$ cat src/rtl/ahb_bridge_pkg.sv
// Shared AHB encodings, captured-control layout and FSM states for the
// registered AHB bridge.
package ahb_bridge_pkg;

  localparam logic [1:0] HTRANS_IDLE   = 2'b00;
  localparam logic [1:0] HTRANS_BUSY   = 2'b01;
  localparam logic [1:0] HTRANS_NONSEQ = 2'b10;
  localparam logic [1:0] HTRANS_SEQ    = 2'b11;

  localparam logic [2:0] HBURST_SINGLE = 3'b000;
  localparam logic [2:0] HBURST_INCR   = 3'b001;
  localparam logic [2:0] HBURST_WRAP4  = 3'b010;
  localparam logic [2:0] HBURST_INCR4  = 3'b011;

  localparam logic HRESP_OKAY  = 1'b0;
  localparam logic HRESP_ERROR = 1'b1;

  typedef enum logic [2:0] {
    ST_IDLE,
    ST_M_ADDR,
    ST_M_DATA,
    ST_S_RESP,
    ST_ERR1,
    ST_ERR2,
    ST_DRAIN
  } state_t;

  typedef struct packed {
    logic [2:0] hsize;
    logic [6:0] hprot;
    logic       hwrite;
    logic       hmastlock;
    logic       hnonsec;
    logic       hexcl;
    logic [3:0] hmaster;
  } ctrl_t;

  // A disabled timeout (limit 0) still needs a 1-bit counter to stay legal.
  function automatic int cnt_width(input int limit);
    return (limit > 0) ? $clog2(limit + 1) : 1;
  endfunction

endpackage

$ cat src/rtl/ahb_timeout_cnt.sv
// Counts stalled downstream data-phase cycles and flags the cycle that
// reaches LIMIT; LIMIT of 0 never expires.
module ahb_timeout_cnt #(
  parameter int LIMIT = 0,
  parameter int W     = 1
) (
  input  logic i_clk,
  input  logic i_rst_n,
  input  logic i_clear,
  input  logic i_enable,
  output logic o_expire
);

  localparam bit         ENABLED = (LIMIT > 0);
  localparam logic [W-1:0] LAST  = ENABLED ? W'(LIMIT - 1) : '0;

  logic [W-1:0] r_count;

  always_ff @(posedge i_clk or negedge i_rst_n) begin
    if (!i_rst_n) begin
      r_count <= '0;
    end else if (i_clear) begin
      r_count <= '0;
    end else if (i_enable) begin
      r_count <= r_count + W'(1);
    end
  end

  assign o_expire = ENABLED && i_enable && (r_count == LAST);

endmodule

$ cat src/rtl/ahb_sync_bridge.sv
// Registered AHB bridge: each accepted beat is re-issued downstream as a
// SINGLE NONSEQ transfer, with optional downstream stall timeout.
module ahb_sync_bridge
  import ahb_bridge_pkg::*;
#(
  parameter int ADDR_WIDTH     = 32,
  parameter int DATA_WIDTH     = 32,
  parameter int TIMEOUT_CYCLES = 0
) (
  input  logic                  hclk,
  input  logic                  hresetn,

  input  logic                  slave_hsel,
  input  logic [ADDR_WIDTH-1:0] slave_haddr,
  input  logic [2:0]            slave_hburst,
  input  logic                  slave_hmastlock,
  input  logic [6:0]            slave_hprot,
  input  logic [2:0]            slave_hsize,
  input  logic                  slave_hnonsec,
  input  logic                  slave_hexcl,
  input  logic [3:0]            slave_hmaster,
  input  logic [1:0]            slave_htrans,
  input  logic [DATA_WIDTH-1:0] slave_hwdata,
  input  logic                  slave_hwrite,
  input  logic                  slave_hready_in,
  output logic [DATA_WIDTH-1:0] slave_hrdata,
  output logic                  slave_hready,
  output logic                  slave_hresp,
  output logic                  slave_hexokay,

  output logic                  master_hsel,
  output logic [ADDR_WIDTH-1:0] master_haddr,
  output logic [2:0]            master_hburst,
  output logic                  master_hmastlock,
  output logic [6:0]            master_hprot,
  output logic [2:0]            master_hsize,
  output logic                  master_hnonsec,
  output logic                  master_hexcl,
  output logic [3:0]            master_hmaster,
  output logic [1:0]            master_htrans,
  output logic [DATA_WIDTH-1:0] master_hwdata,
  output logic                  master_hwrite,
  output logic                  master_hready_in,
  input  logic [DATA_WIDTH-1:0] master_hrdata,
  input  logic                  master_hready,
  input  logic                  master_hresp,
  input  logic                  master_hexokay
);

  localparam int CNT_W = cnt_width(TIMEOUT_CYCLES);

  state_t                r_state;
  logic [ADDR_WIDTH-1:0] r_addr;
  ctrl_t                 r_ctrl;
  logic [DATA_WIDTH-1:0] r_wdata;
  logic [DATA_WIDTH-1:0] r_rdata;
  logic                  r_exokay;
  logic                  r_timed_out;
  logic                  r_pend;

  logic w_slave_hready;
  logic w_accept;
  logic w_expire;
  logic w_unused;

  // Burst type and SEQ/NONSEQ distinction are dropped: every beat goes out SINGLE.
  assign w_unused = ^{slave_hburst, slave_htrans[0]};

  assign w_accept = slave_hsel & slave_hready_in & w_slave_hready & slave_htrans[1];

  ahb_timeout_cnt #(
    .LIMIT (TIMEOUT_CYCLES),
    .W     (CNT_W)
  ) u_timeout_cnt (
    .i_clk    (hclk),
    .i_rst_n  (hresetn),
    .i_clear  (r_state != ST_M_DATA),
    .i_enable ((r_state == ST_M_DATA) && !master_hready),
    .o_expire (w_expire)
  );

  always_ff @(posedge hclk or negedge hresetn) begin
    if (!hresetn) begin
      r_addr <= '0;
      r_ctrl <= '0;
    end else if (w_accept) begin
      r_addr <= slave_haddr;
      r_ctrl <= '{hsize: slave_hsize, hprot: slave_hprot, hwrite: slave_hwrite,
                  hmastlock: slave_hmastlock, hnonsec: slave_hnonsec,
                  hexcl: slave_hexcl, hmaster: slave_hmaster};
    end
  end

  always_ff @(posedge hclk or negedge hresetn) begin
    if (!hresetn) begin
      r_state     <= ST_IDLE;
      r_wdata     <= '0;
      r_rdata     <= '0;
      r_exokay    <= 1'b0;
      r_timed_out <= 1'b0;
      r_pend      <= 1'b0;
    end else begin
      case (r_state)
        ST_IDLE, ST_S_RESP: begin
          r_state <= w_accept ? ST_M_ADDR : ST_IDLE;
        end
        ST_M_ADDR: begin
          r_wdata <= slave_hwdata;
          if (master_hready) r_state <= ST_M_DATA;
        end
        ST_M_DATA: begin
          if (master_hready) begin
            if (master_hresp) begin
              r_state <= ST_ERR1;
            end else begin
              r_rdata  <= master_hrdata;
              r_exokay <= master_hexokay;
              r_state  <= ST_S_RESP;
            end
          end else if (w_expire) begin
            r_timed_out <= 1'b1;
            r_state     <= ST_ERR1;
          end
        end
        ST_ERR1: begin
          r_state <= ST_ERR2;
        end
        ST_ERR2: begin
          // The abandoned downstream transfer may still be stalled; park it in DRAIN.
          if (r_timed_out) begin
            r_state <= ST_DRAIN;
            if (w_accept) r_pend <= 1'b1;
          end else begin
            r_state <= w_accept ? ST_M_ADDR : ST_IDLE;
          end
        end
        ST_DRAIN: begin
          if (w_accept) r_pend <= 1'b1;
          if (master_hready) begin
            r_timed_out <= 1'b0;
            r_pend      <= 1'b0;
            r_state     <= (r_pend || w_accept) ? ST_M_ADDR : ST_IDLE;
          end
        end
        default: begin
          r_state <= ST_IDLE;
        end
      endcase
    end
  end

  always_comb begin
    w_slave_hready = 1'b1;
    case (r_state)
      ST_M_ADDR, ST_M_DATA, ST_ERR1: w_slave_hready = 1'b0;
      ST_DRAIN:                      w_slave_hready = ~r_pend;
      default:                       w_slave_hready = 1'b1;
    endcase
  end

  assign slave_hready  = w_slave_hready;
  assign slave_hresp   = ((r_state == ST_ERR1) || (r_state == ST_ERR2)) ? HRESP_ERROR : HRESP_OKAY;
  assign slave_hrdata  = r_rdata;
  assign slave_hexokay = r_exokay;

  assign master_hsel      = (r_state == ST_M_ADDR);
  assign master_htrans    = (r_state == ST_M_ADDR) ? HTRANS_NONSEQ : HTRANS_IDLE;
  assign master_hburst    = HBURST_SINGLE;
  assign master_haddr     = r_addr;
  assign master_hsize     = r_ctrl.hsize;
  assign master_hprot     = r_ctrl.hprot;
  assign master_hwrite    = r_ctrl.hwrite;
  assign master_hmastlock = r_ctrl.hmastlock;
  assign master_hnonsec   = r_ctrl.hnonsec;
  assign master_hexcl     = r_ctrl.hexcl;
  assign master_hmaster   = r_ctrl.hmaster;
  assign master_hwdata    = r_wdata;
  assign master_hready_in = master_hready;

endmodule

$ cat config.mk
export PLATFORM = sky130hd
export DESIGN_NAME = ahb_sync_bridge
export DESIGN_NICKNAME = d
export VERILOG_FILES = /design/src/rtl/ahb_bridge_pkg.sv /design/src/rtl/ahb_timeout_cnt.sv /design/src/rtl/ahb_sync_bridge.sv
export SDC_FILE = /design/constraint.sdc
export NUM_CORES = 1
export LEC_CHECK = 0
export CORE_ASPECT_RATIO = 1.75
export CORE_MARGIN = 2
export CORE_UTILIZATION = 36
export CTS_CLUSTER_SIZE = 40
export DETAILED_ROUTE_END_ITERATION = 10
export GPL_TIMING_DRIVEN = 0
export HOLD_SLACK_MARGIN = 0.03
export PLACE_DENSITY_LB_ADDON = 0.25
export REMOVE_ABC_BUFFERS = 1
export SETUP_SLACK_MARGIN = 0.2
export SLEW_MARGIN = 20
export SYNTH_ARGS = -nofsm -noshare
export SYNTH_HDL_FRONTEND = slang
export SYNTH_HIERARCHICAL = 1
export SYNTH_SLANG_ARGS = --single-unit
$ cat constraint.sdc
create_clock -name hclk -period 2 [get_ports hclk]
set_input_delay 0.5 -clock hclk [delete_from_list [all_inputs] [get_ports hclk]]
set_output_delay 0.5 -clock hclk [all_outputs]
set_load 0.02 [all_outputs]
# Word-level counts from Yosys, hierarchy flattened
# Cells that the tools add are included.
[op_classes]
mux = 13
reduce_logical = 9
eq_ne = 10
bitwise_logic = 6
[op_table]
columns = ["cell", "count"]
rows = [
  ["$pmux 3 s5", 1],
  ["$mux 3", 4],
  ["$eq 3x3->1 const B", 3],
  ["$reduce_and 3->1", 3],
  ["$eq 3x2->1 const B", 2],
  ["$mux 1", 6],
  ["$reduce_or 3->1", 2],
  ["$ne 2x2->1 const B", 2],
  ["$and 1x1->1", 3],
  ["$eq 3x1->1 const B", 1],
  ["$logic_not 3->1", 1],
  ["$ne 3x3->1 const B", 1],
  ["$not 1->1", 3],
  ["$logic_or 1x1->1", 2],
  ["$mux 2", 1],
  ["$ne 2x1->1 const B", 1],
  ["$pmux 1 s2", 1],
  ["$reduce_bool 2->1", 1],
]
[totals]
word_cells = 51
reg_bits = 119
out_inout_bits = 124
inputBits = 126

# Longest topological paths before layout
# Gate-level depths: netlist of run 1.
[logic_depth]
ltp_word = 9
mapped_depth = 7

# By module
# The synthesis of run 1 kept the hierarchy.
[by_module_without_submodules]
columns = ["mod", "area_per_inst_um2", "cells_per_inst", "instances"]
rows = [
  ["ahb_sync_bridge", 4907.2, 308, 1],
  ["ahb_timeout_cnt", 11.3, 2, 1],
]

# Least setup slack after synthesis of run 1
# No wires, ideal clock.
[synth_timing]
path_kind = "register to output"
startpoint = "reg r_state[1]"
endpoint = "out master_htrans[1]"
required_ns = 1.500
arrival_time_ns = 1.576
slack_ns = -0.076
n_path_buf = 2
stages_incl_launch_ff = 5
cell_sequence = "dfrtp_1 > nand2b_1 > nor2_1 > clkbuf_1 > buf_4"
[synth_via]
elab_chain_cells = 2
[synth_lines]
columns = ["element", "line_no", "text"]
rows = [
  ["start: declaration", "ahb_sync_bridge.sv:52", "state_t r_state;"],
  ["start signal: assignment", "ahb_sync_bridge.sv:105", "r_state <= w_accept ? ST_M_ADDR : ST_IDLE;"],
  ["start signal: assignment", "ahb_sync_bridge.sv:134", "r_state <= w_accept ? ST_M_ADDR : ST_IDLE;"],
  ["start signal: assignment", "ahb_sync_bridge.sv:142", "r_state <= (r_pend || w_accept) ? ST_M_ADDR : ST_IDLE;"],
  ["$eq 3x1->1", "-", ""],
  ["net master_hsel", "ahb_sync_bridge.sv:31", "output logic master_hsel,"],
  ["$mux 2", "ahb_sync_bridge.sv:167", "assign master_htrans = (r_state == ST_M_ADDR) ? HTRANS_NONSEQ : HTRANS_IDLE;"],
  ["end: declaration", "ahb_sync_bridge.sv:40", "output logic [1:0] master_htrans,"],
]
# The timed path passes the listed nets, and every way through them passes these cells.

# Worst setup path in the final report of run 1
[layout_timing]
startpoint = "reg r_state[2]"
endpoint = "reg r_ctrl, in the netlist master_hmaster[3]"
[layout_via]
elab_chain_cells = 5
word_cells_on_any_way = 8
[layout_lines]
columns = ["element", "line_no", "text"]
rows = [
  ["$eq 3x1->1, or another cell as far along", "ahb_sync_bridge.sv:154", "case (r_state)"],
  ["$reduce_or 3->1", "ahb_sync_bridge.sv:154", ""],
  ["$pmux 1 s2 *", "ahb_sync_bridge.sv:154", ""],
  ["$and 1x1->1 * (2 in a row)", "ahb_sync_bridge.sv:69", "assign w_accept = slave_hsel & slave_hready_in & w_slave_hready & slave_htrans[1];"],
  ["end signal: assignment", "ahb_sync_bridge.sv:88", "r_ctrl <= '{hsize: slave_hsize, hprot: slave_hprot, hwrite: slave_hwrite,"],
  ["end: declaration", "ahb_sync_bridge.sv:54", "ctrl_t r_ctrl;"],
]
# Mark *: on every way between the ends. The rest lies on a longest branch, timed or not.
# A chain may end at the register's enable or synchronous reset.

==> summary.txt, run 1 <==
Outcome
  • Status: complete, but fails checks
  • Failing checks: setup timing

STA
  • RSZ-0062 raised after global routing: true
  • Setup violators final: 51
  • Slew @ Worst Pin: 0.563 ns
  • Final Cycle Share: 1.05
  • Final hold slack: ~0.054 ns
  • Worst clock skew: 0.00808 ns
  • Final Slew Violations: 0
  • Post-route setup slack: -0.0961 ns
  • FMAX: between 0.4 and 0.5 GHz
  • Minimum clock period: 2.10 ns
  • Worst relative slew slack: 0.624
  • Endpoints failing hold: 0

Finish
  • Layout cell share with drive strength beyond 1: 0.368
  • Final net count: about 730
  • Number of standard cells in the layout, taps in and fillers out: 793
  • ANT cells: 0
  • Synth-to-layout area growth: 79.4%

Logic synthesis
  • Avg Cell Area, Syn: 15.9 um2
  • Mapped Area: 0.00491 mm2
  • Yosys warnings: 6
  • Post-Syn Instances: 308

Place
  • Post-DP HPWL: 9250 um
  • Final Wtd Congestion: 0.814
  • PortBufs: 241
  • # placed instances: roughly 710

Clock tree
  • Clock Sinks: 120
  • Clock Path Buffers: 2
  • CTS root buf: clkbuf_16
  • Clock latency on the worst-skew pair: 0.40 ns
  • Num CTS Buffers: 17
  • H-Tree Depth: 4
  • CTS tree: done
  • CTS clk-pin slew, worst paths: 0.06 ns

Pwr
  • Power per cell area: about 1600 mW/mm2
  • Leakage power: ~4.3 nW
  • Max IR drop VDD: 0.814 mV

Floorplan
  • Initial Util: 0.367
  • Top-Level Pins: 250
  • Horiz. Die Dim: 92.3 um
  • Die area: 0.0146 mm2
  • Std cell rows: 56
  • Die height: between 150 and 200 um
  • Core Region: between 0.01 and 0.015 mm2

Route
  • DR WL/cell: 18.3 um
  • Avg Vias per Cell: 4.66
  • Post-DRT Antenna Nets: 0
  • Via count: 3696
  • DRC violations left: 0
  • Final wirelength: 14500 um
  • Starting DRT DRC Count: approximately 160
  • First-pass DRT Iterations: 4

Global routing
  • Initial antenna violation count: 0
  • Number of global-route vias before repair: roughly 4100
  • Global-route usage over all layers: 0.206
  • Total gr overflow: 0
  • First-pass GRT wire length: ~23000 um
  • Largest net degree at the start of global routing: between 60 and 70

Worst setup path
  • CP Data Required Time: 2.28 ns
  • CP Capture Type: register
  • Critical Path Max Stage Delay: between 0.5 and 0.6 ns
  • Crit Path Class: register to register
  • Crit path launch type: register
  • Worst-path fanout max: 8
  • Critical path's slowest cell: or4_4
  • CP cell instances: buf_6 > buf_12 > nor3b_4 > or4_4 > buf_8 > buf_16 > mux2_4
  • Critical Path AT: about 2.4 ns

Run
  • Max-Cap Viols: 0

Worst hold path
  • Hold Path Class: input port to asynchronous set/reset pin
-- placed cells by master, fill, tap and decap left out, types with 2 or more instances in the layout --
cell,count
dfrtp_1,117
clkdlybuf4s50_1,119
inv_1,2
o21ai_0,3
clkbuf_16,17
buf_4,27
nand2_1,4
bufinv_16,2
nand2b_4,2
nor2_4,3
mux2_4,80
nor3_1,2
clkinv_4,2
a21oi_1,6
or4_4,2
nand3_1,2
clkinvlp_4,4
buf_12,6
inv_6,3
nor2_1,4
dlygate4sd2_1,116
dfrtp_2,3
buf_6,16
mux2_2,35
conb_1,5
buf_8,5
buf_16,7
clkinv_2,3
a31oi_1,3
-- sequential cells by signal, summed over array words and instances, names as in the netlist --
name	flops
master_hwdata	32
master_hsize	3
master_hmaster	4
master_hmastlock	1
slave_hexokay	1
slave_hrdata	32
master_haddr	32
r_state	3
master_hexcl	1
master_hnonsec	1
master_hwrite	1
master_hprot	7
r_pend	1
r_timed_out	1
-- worst paths after layout --
check,from,to,slack [ns],cells after the start
setup / recovery,r_state[2],master_hmaster[3],-0.1,7
hold reg to reg,master_hwdata[6],master_hwdata[6],0.50,1
setup reg to reg,r_state[2],master_hmaster[3],-0.1,7
hold / removal,hresetn,master_hnonsec,0.05,1
max in group asynchronous,hresetn,slave_hrdata[10],1.24,2
min in group hclk,master_hwdata[6],master_hwdata[6],0.50,1
-- critical path, delay by kind of cell (launching register included) --
kind          cells  cell delay [ns]
mux               1             0.30
flops             1             0.43
simple gates      2             0.67
buf+inv           4             0.58
-- timing repair --
item                       4_1_cts  5_1_grt
pin swaps                        5        4
setup endpoints to repair      205       89
cloned                           7        0
setup buffers                   39        6
hold buffers                     0        0
gates resized for setup        212       15
-- final cells by class --
| cell class | instances | area (um2) |
|---|---|---|
| Inverter | 3 | 11.3 |
| Clock inverter | 14 | 149 |
| Sequential cell | 120 | 3010 |
| Fill cell | 1022 | 4570 |
| Multi-Input combinational cell | 166 | 1960 |
| Clock buffer | 18 | 439 |
| Tap cell | 174 | 218 |
| Timing Repair Buffer | 298 | 3020 |
-- metrics by stage --
| stage | setup TNS, ns | util | cell area [um2] | setup slack (ns) | power [mW] |
|---|---|---|---|---|---|
| final | -3.66 | 0.658 | 8810 | -0.0961 | 14.1 |
| after floorplan | -225.62 | - | 4760 | -3.07 | 7.68 |
| after CTS | -3.17 | 0.651 | 8710 | -0.0938 | 14.0 |
| after global placement | -824.58 | 0.552 | 7390 | -4.19 | 10.7 |
| after detailed placement | -42.95 | 0.562 | 7510 | -0.681 | 10.9 |
| after global routing | -7.56 | 0.658 | 8810 | -0.147 | 14.8 |
-- metal layers --
metal / global-route usage / up-vias / wire [um]
met4: 0.0839 / 0 / 302
met5: 0 / - / 0
met2: 0.408 / 155 / 8710
met1: 0.206 / 1842 / 4880
li1: - / 1679 / -
met3: 0.0398 / 20 / 649
-- report_power, final --
part | internal (mW) | leakage, nW | switching [mW]
Combinational | 3.56 | 2.53 | 3.21
Sequential | 3.63 | 1.45 | 0.637
Clock | 1.87 | 0.279 | 1.14
No activity file was read; power rests on OpenSTA's default activity.
==> run 2: changes to the inputs <==
Settings changed: CTS_CLUSTER_SIZE 40 to 30.
==> results of run 2 <==
Same layout as run 1: the final DEF is identical, and so are final timing and power.
==> run 3: changes to the inputs <==
Settings changed: PLACE_DENSITY set to 0.76, PLACE_DENSITY_LB_ADDON 0.25 to unset.
==> summary.txt, run 3 (synthesis gave the netlist of run 1 again) <==
Worst setup path
  • Critical Path AT: 2.29 ns (-0.09 ns)
  • Crit path launch type: register
  • CP Launch Point: r_state[0]
  • Critical R2R Launch: r_state[0]
  • Worst-path fanout max: 33 (+25)
  • Reg2Reg Setup Slack: -0.0002 ns (+0.10 ns)
  • CP cell instances: nand2b_4 > nor2_4 > buf_6 > or4_4 > buf_16 > mux2_4
  • CP Data Required Time: 2.29 ns (about the same)
  • Critical path's slowest cell: or4_4
  • Cells on worst reg2reg path: 6 (-1)
  • Critical Path Max Stage Delay: 0.55 ns (+0.03 ns)
  • Crit Path Class: register to register
  • CP Capture Type: register

STA
  • Final Slew Violations: 0 (unchanged)
  • Final Cycle Share: 1.00 (-0.0480)
  • Worst clock skew: 0.00798 ns (-0.000104 ns)
  • Setup violators final: 1 (-98%)
  • FMAX: 0.500 GHz (+4.8%)
  • RSZ-0062 raised after global routing: true
  • Final hold slack: 0.441 ns (+0.386 ns)
  • Post-route setup slack: -0.000207 ns (+0.0959 ns)
  • Minimum clock period: 2.00 ns (-0.0959 ns)
  • Endpoints failing hold: 0 (unchanged)
  • Setup TNS: -0.000207 ns (+3.66 ns)

Floorplan
  • Die area: 0.0146 mm2 (unchanged)
  • Horiz. Die Dim: 92.3 um (unchanged)
  • Core Region: 0.0134 mm2 (unchanged)
  • Top-Level Pins: 250 (unchanged)
  • Initial Util: 0.367 (unchanged)
  • Die height: 159 um (unchanged)
  • Std cell rows: 56 (unchanged)

Global routing
  • Number of global-route vias before repair: 3840 (-7.1%)
  • Total gr overflow: 0 (unchanged)
  • First-pass GRT wire length: 20300 um (-10%)
  • Global-route usage over all layers: 0.182 (-0.0235)
  • Initial antenna violation count: 0 (unchanged)
  • Largest net degree at the start of global routing: 74 (+19%)

Pwr
  • Logic pwr share: 0.454 (-0.028)
  • Clock network power share: 0.227 (+0.013)
  • Max IR drop VDD: 0.797 mV (-2.0%)
  • Cell Int Power: 8.55 mW (-5.7%)
  • Sequential share of power: 0.319 (+0.016)
  • Power per cell area: 1640 mW/mm2 (+2.6%)
  • Sw frac: 0.363 (+0.00757)
  • Leakage power: 3.95 nW (-7.3%)
  • Total power: 13.4 mW (-4.5%)
  • Switch Pwr: 4.86 mW (-2.5%)

Outcome
  • Failing checks: setup timing
  • Status: complete, but fails checks

Route
  • Avg Vias per Cell: 4.68 (+0.42%)
  • Routed wl met3: 523 um (-19%)
  • Final wirelength: 13500 um (-7.5%)
  • Via count: 3557 (-3.8%)
  • DR WL/cell: 17.7 um (-3.5%)
  • Top sig layer: met4
  • Starting DRT DRC Count: 89 (-43%)
  • DRC violations left: 0 (unchanged)
  • Met1 WL: 4790 um (-1.9%)
  • Post-DRT Antenna Nets: 0 (unchanged)
  • Met2 Routed Length: 7620 um (-13%)
  • First-pass DRT Iterations: 4 (unchanged)

Clock tree
  • CTS tree: done
  • H-Tree Depth: 4 (unchanged)
  • Clock Path Buffers: 2 (unchanged)
  • Clock Sinks: 120 (unchanged)
  • CTS clk-pin slew, worst paths: 0.06 ns (about the same)
  • CTS root buf: clkbuf_16
  • Clock latency on the worst-skew pair: 0.40 ns (about the same)
  • Num CTS Buffers: 17 (unchanged)

Finish
  • Commonest non-fill, non-tap cell in the layout: clkdlybuf4s50_1
  • Layout cell share with drive strength beyond 1: 0.324 (-0.0441)
  • Final net count: 699 (-4.5%)
  • ANT cells: 0 (unchanged)
  • Synth-to-layout area growth: 66.9%
  • Cell area after layout: 0.00820 mm2 (-6.9%)
  • Filler cells: 1087 (+6.4%)
  • Fin util: 0.613 (-0.0456)
  • Most frequent cells in the layout: clkdlybuf4s50_1 (119), dfrtp_1 (117), dlygate4sd2_1 (116)
  • Number of standard cells in the layout, taps in and fillers out: 760 (-4.2%)

Place
  • Final Wtd Congestion: 0.839 (+3.1%)
  • Post-DP HPWL: 9670 um (+4.5%)
  • Worst slack, placed: -1.12 ns (-0.438 ns)
  • PortBufs: 241 (unchanged)
  • # placed instances: 708 (-0.14%)
  • DP Area: 0.00750 mm2 (-0.15%)

Run
  • Max-Cap Viols: 0 (unchanged)

Worst hold path
  • Hold Path Class: input port to register
  • Worst hold start: master_hready
  • Worst hold path depth: 2
## run 3: layer usage
metal | global-route usage | up-vias
met3 | 0.0369 | 31
met2 | 0.335 | 141
met4 | 0.0924 | 0
met5 | 0 | -
met1 | 0.197 | 1774
li1 | - | 1611
## run 3: layout make-up
class | count | area (um2) | area share
Clock buffer | 17 | 425 | 0.0519
Clock inverter | 15 | 164 | 0.0200
Inverter | 3 | 11.3 | 0.00137
Multi-Input combinational cell | 165 | 1800 | 0.219
Sequential cell | 120 | 3010 | 0.367
Tap cell | 174 | 218 | 0.0266
Timing Repair Buffer | 266 | 2570 | 0.314
## run 3: timing repair
item / in CTS / in global routing
resized for setup: 150 / 16
endpoints found under the setup margin: 205 / 88
gates cloned: 1 / 0
hold buffers: 1 / 0
endpoints found under the hold margin: 6 / 0
setup buffers: 15 / 3
pin swaps: 3 / 1
## run 3: critical path: cells and delay by family (launching register included)
kind          cells  cell delay, ns
buf+inv           2            0.33
flops             1            0.48
mux               1            0.33
simple gates      3            0.71
## run 3: power by group through the flow
stage	clock network, mW	logic [mW]	registers (mW)
6_report	3.04	6.09	4.28
2_1_floorplan	0	1.97	5.71
3_3_place_gp	0	6.42	4.31
3_5_place_dp	0	6.55	4.39
5_1_grt	3.23	6.43	4.44
4_1_cts	3.10	6.08	4.28
## run 3: path summary, 6_finish.rpt
path | to
worst max-delay path | master_hexcl
max in group asynchronous | master_haddr[6]
worst min-delay path | r_state[2]
worst min register to register | master_hwdata[22]
worst max register to register | master_hexcl
min in group asynchronous | master_hwdata[19]
